File: config.mk
export PLATFORM = sky130hd
export DESIGN_NAME = io_uart_tx
export DESIGN_NICKNAME = d
export VERILOG_FILES = /design/src/rtl/io_pkg.sv /design/src/rtl/uart_tx.sv /design/src/rtl/io_uart_tx.sv
export SDC_FILE = /design/constraint.sdc
export NUM_CORES = 1
export LEC_CHECK = 0
export CAP_MARGIN = 20
export CORE_MARGIN = 1
export CORE_UTILIZATION = 35
export CTS_CLUSTER_DIAMETER = 80
export DETAILED_ROUTE_END_ITERATION = 8
export MAX_ROUTING_LAYER = met4
export PLACE_DENSITY = 0.62
export SYNTH_ARGS = -nofsm -noshare
export SYNTH_HDL_FRONTEND = slang
export SYNTH_SLANG_ARGS = --single-unit
export TNS_END_PERCENT = 50
File: constraint.sdc
create_clock -name clk -period 2.71 [get_ports clk]
set_clock_uncertainty 0.1 [all_clocks]
set_input_delay 0.542 -clock clk [delete_from_list [all_inputs] [get_ports clk]]
set_output_delay 0.542 -clock clk [all_outputs]
set_load 0.005 [all_outputs]
File: src/rtl/io_pkg.sv
// io_pkg: shared status-word fields, serializer states and UART frame constants.
package io_pkg;
  localparam int STROBE_BIT = 0;
  localparam int CNT_LSB = 1;
  localparam int CNT_MSB = 2;
  localparam int DATA_BITS = 8;
  localparam int STOP_BITS = 1;
  typedef enum logic [1:0] {
    IDLE  = 2'd0,
    START = 2'd1,
    DATA  = 2'd2,
    STOP  = 2'd3
  } tx_state_t;
endpackage

File: src/rtl/uart_tx.sv
// uart_tx: 8N1 LSB-first serializer with a valid/ready byte input, ready while idle.
module uart_tx
  import io_pkg::*;
#(
  parameter int CLK_PER_BIT = 868
) (
  input  logic       clk,
  input  logic       rst,
  input  logic [7:0] data,
  input  logic       valid,
  output logic       ready,
  output logic       txd
);
  localparam int BW = $clog2(CLK_PER_BIT);
  tx_state_t state, state_n;
  logic [BW-1:0] baud, baud_n;
  logic [2:0] bit_cnt, bit_n;
  logic [7:0] shift, shift_n;
  logic baud_end, last_bit;
  always_ff @(posedge clk) begin
    if (rst) begin
      state <= IDLE;
      baud <= '0;
      bit_cnt <= '0;
      shift <= '0;
    end else begin
      state <= state_n;
      baud <= baud_n;
      bit_cnt <= bit_n;
      shift <= shift_n;
    end
  end
  always_comb begin
    baud_end = baud == BW'(CLK_PER_BIT - 1);
    last_bit = bit_cnt == 3'(DATA_BITS - 1);
    state_n = (state == IDLE) ? (valid ? START : IDLE) :
              !baud_end ? state :
              (state == START) ? DATA :
              (state == DATA) ? (last_bit ? STOP : DATA) : IDLE;
    baud_n = (state == IDLE || baud_end) ? '0 : baud + BW'(1);
    bit_n = (state == IDLE) ? '0 : (state == DATA && baud_end) ? bit_cnt + 3'd1 : bit_cnt;
    shift_n = (state == IDLE && valid) ? data : (state == DATA && baud_end) ? shift >> 1 : shift;
    ready = state == IDLE;
    txd = (state == START) ? 1'b0 : (state == DATA) ? shift[0] : 1'b1;
  end
endmodule

File: src/rtl/io_uart_tx.sv
// io_uart_tx: unpacks 1-4 byte core writes into a byte FIFO drained by a UART serializer.
module io_uart_tx
  import io_pkg::*;
#(
  parameter int CLK_PER_BIT = 868,
  parameter int FIFO_AW = 4
) (
  input  logic        clk,
  input  logic        rst,
  input  logic [31:0] status,
  input  logic [31:0] result_bytes,
  output logic        txd,
  output logic        io_busy,
  output logic        overflow,
  output logic        tx_idle
);
  localparam int DEPTH = 1 << FIFO_AW;
  localparam int CW = FIFO_AW + 1;
  logic [31:0] stg_bytes;
  logic [2:0] stg_n;
  logic [1:0] stg_idx;
  logic [7:0] mem [DEPTH];
  logic [FIFO_AW-1:0] wptr, rptr;
  logic [CW-1:0] count;
  logic strobe, occupied, full, empty, push, pop, tx_ready, unused_status;
  assign strobe = status[STROBE_BIT];
  assign unused_status = ^status[31:CNT_MSB+1];
  assign occupied = stg_n != 3'd0;
  assign full = count == CW'(DEPTH);
  assign empty = count == '0;
  assign push = occupied && !full;
  assign pop = !empty && tx_ready;
  assign io_busy = occupied;
  assign tx_idle = !occupied && empty && tx_ready;
  always_ff @(posedge clk) begin
    if (rst) begin
      stg_n <= '0;
      stg_idx <= '0;
      overflow <= 1'b0;
    end else begin
      overflow <= overflow | (strobe & occupied);
      if (strobe && !occupied) begin
        stg_bytes <= result_bytes;
        stg_n <= {1'b0, status[CNT_MSB:CNT_LSB]} + 3'd1;
        stg_idx <= '0;
      end else if (push) begin
        stg_idx <= stg_idx + 2'd1;
        stg_n <= stg_n - 3'd1;
      end
    end
  end
  always_ff @(posedge clk) begin
    if (rst) begin
      wptr <= '0;
      rptr <= '0;
      count <= '0;
    end else begin
      if (push) wptr <= wptr + FIFO_AW'(1);
      if (pop) rptr <= rptr + FIFO_AW'(1);
      count <= count + CW'(push) - CW'(pop);
    end
  end
  // Payload memory needs no reset: pointers and count define what is valid.
  always_ff @(posedge clk) begin
    if (push) mem[wptr] <= stg_bytes[{stg_idx, 3'b000} +: 8];
  end
  uart_tx #(.CLK_PER_BIT(CLK_PER_BIT)) u_tx (
    .clk(clk),
    .rst(rst),
    .data(mem[rptr]),
    .valid(!empty),
    .ready(tx_ready),
    .txd(txd)
  );
endmodule

==> flow_summary.yaml <==
layout:
  final.fill_count: 2147
  drive_gt1_share_pct: 18.6
  final_cells: 925
  final-seq-area_mm2: 0.00573
  multi_input_area_mm2: 0.00265
  final_core_util_pct: 43.5
  antenna_cells: 0
  finalNetCount: 678
  fin_area_mm2: 0.0103
  areaGrowthSynthToFinish_pct: 20.6
floorplan:
  floorplan.rows: 56
  die_x_um: 158
  chipHeight_um: 158
  start_util_pct: 36.0
  ios: 70
  core_mm2: 0.0237
  dieArea_mm2: 0.0250
drt:
  drt-vias-per-instance: 4.99
  wl_per_cell_um: 17.7
  drtIter0Drc: 270
  via_count: 4613
  wl_mm: 16.4
  drc: 0
  postRouteAntennaNets: 0
  dr.pass1.iters: 4
worst_hold_path:
  worstHoldStart: "overflow"
  hold_depth: 2
  hold_class: "reg -> reg"
  min_to: "overflow"
critical_path:
  start_kind: "flip-flop"
  r2r_setup_slack_ns: 0.03
  arrival_ns: 2.96
  r2r-start: "count[3]"
  rr_worst_depth: 14
  cp-end-kind: "flip-flop"
  path_class: "reg -> reg"
  r2r_end: "count[4]"
  required_ns: 2.99
  worstPathMaxFanout: 2
flow_run:
  maxCapViolations: 0
global_routing:
  grt_pass1_wl_mm: 25.6
  track_usage_pct: 14.0
  grt.overflow.total: 0
  grt_max_degree: 33
  antenna_found_initial: 0
  grt_pass1_vias: 4799
placement:
  hpwl_mm: 10.8
  dp_cells: 882
  io_buffer_count: 40
  gp_congestion: 0.787
  dpl_cell_area_mm2: 0.00948
yosys:
  synth_enable_flop_cells: 160
  syn_area_per_cell_um2: 16.7
  ys.flop_type: "edfxtp_1"
  synthCells: 511
  synth_seq_cells: 206
  netlist_area_mm2: 0.00854
  yosys.cell_types.count: 48
  synth_fp_nets: 598
  synth-async-reset-ratio_pct: 0
  yosysSeqAreaShare_pct: 67.1
  ys_warn_count: 0
power:
  power.density_mw_per_mm2: 1010
  vdd_drop_max_mv: 0.402
  p_leak_nw: 3.55
sta:
  finalHoldViolCount: 0
  report.final.slew_viol_count: 0
  rsz0062_at_grt: "yes"
  fmax_mhz: 373
  post-route-period-util_pct: 98.8
  min_period_ns: 2.68
  worstMarginPinSlew_ns: 0.708
  setup_viol: 0
  maxSlewHeadroom_pct: 52.7
  finalSetupTns_ns: 0
clock_network:
  clkSinkCount: 206
  cts_buffers: 22
  cts.clk_slew.worst_paths_ns: 0.06
  cts_tree: "built"
  clock_latency_ns: 0.50
  htree_levels: 1
  cts_root_buffer: "clkbuf_16"
  cts_hold_buf: 0
  clk_path_buf_depth: 3
run_status:
  status: "finished clean"
logic make-up after synthesis:
group           Yosys count  synth area share [%]
flops                   206                  67.1
simple gates            131                  8.00
mux                      54                  13.5
buf+inv                  44                  2.96
compound gates           35                  3.20
fa+ha+maj                21                  3.17
xor+xnor                 20                  2.05
final cells by class:
class | count | share of cell area (%)
Multi-Input combinational cell | 261 | 25.8
Sequential cell | 206 | 55.6
Clock inverter | 4 | 0.535
Clock buffer | 35 | 6.21
Timing Repair Buffer | 82 | 7.30
Tap cell | 319 | 3.88
Inverter | 18 | 0.680
state kept, by name, indices dropped and copies added, names as in the netlist, named ones only:
signal and cells:
stg_idx 2, wptr 4, rptr 4, u_tx.bit_cnt 3
stg_n 3, u_tx.baud 10, mem 128, stg_bytes 32
count 5, u_tx.shift 8, u_tx.state 2, overflow 1
critical path: stages (launching register included):
cell and delay, ns:
dfxtp_2 0.32, inv_2 0.07, ha_4 0.13, or4b_4 0.48
nand2_4 0.08, inv_2 0.04, ha_4 0.24, inv_4 0.05
ha_4 0.12, inv_2 0.04, fa_2 0.41, nor2b_4 0.17
o21bai_4 0.09, a21oi_2 0.16, nor3b_2 0.06
layer usage:
layer  wire length [um]  track usage (%)  share of wire (%)
met1               7410             17.4                 45
met4                316             3.94                1.9
met3                567             2.33                3.5
met2               8090             23.7                 49
met5                  0                -                  0
worst max path at each step:
stage | startpoint | to | slack, ns
2_1_floorplan | count[3] | count[4] | -0.18
3_3_place_gp | count[2] | count[4] | -0.005
3_5_place_dp | count[2] | count[4] | -0.14
4_1_cts | count[2] | count[4] | -0.04
5_1_grt | count[3] | count[4] | -0.03
6_report | count[3] | count[4] | 0.03
per-stage QoR:
stage	power [mW]	worst slack (ns)	hold slack, ns
2_1_floorplan	6.29	-0.181	0.341
3_3_place_gp	7.15	-0.00468	0.353
3_5_place_dp	7.28	-0.143	0.363
4_1_cts	10.2	-0.0424	0.377
5_1_grt	10.9	-0.0344	0.398
6_report	10.4	0.0322	0.368
what timing repair did:
item,CTS,global route
resized for setup,6,20
pin swaps,2,7
buffers inserted,2,2
setup endpoints to repair,2,1
where the power goes:
part	internal, mW	switching (mW)	total [mW]
Combinational	1.53	1.74	3.27
Clock	1.71	1.15	2.86
Sequential	4.05	0.216	4.27
cell usage in the layout, fill, tap and decap left out, types with 16 or more instances in the layout:
master and instances:
nor2_1 40, edfxtp_1 160, buf_4 39, nand2_1 16, mux4_1 29, clkbuf_16 22, nand3_1 18, ha_1 17
clkdlybuf4s50_1 39, dfxtp_1 44
synth_stat cells, drive strengths merged, types with 2 or more instances:
master,number,share of area [%]
nand2b,4,0.29
a21oi,11,0.64
nand4,5,0.37
or3b,2,0.21
a21o,2,0.18
a2111oi,4,0.70
o22a,4,0.41
nor4b,4,0.41
nand2,17,0.78
mux2i,9,1.1
nand3,18,1.1
ha,20,2.9
mux4,40,12
inv,18,0.79
nor3,14,0.82
o41ai,4,0.41
clkbuf,8,0.35
or4b,5,0.59
a31oi,3,0.22
dfxtp,46,11
or4,2,0.18
xnor2,7,0.72
nor4,2,0.15
and2,3,0.22
nor2b,4,0.29
nor2,41,1.8
buf,18,1.8
o31ai,2,0.18
xor2,13,1.3
and3,6,0.44
edfxtp,160,56
mux2,5,0.66
Note: power is estimated with default switching activity, not from simulation.
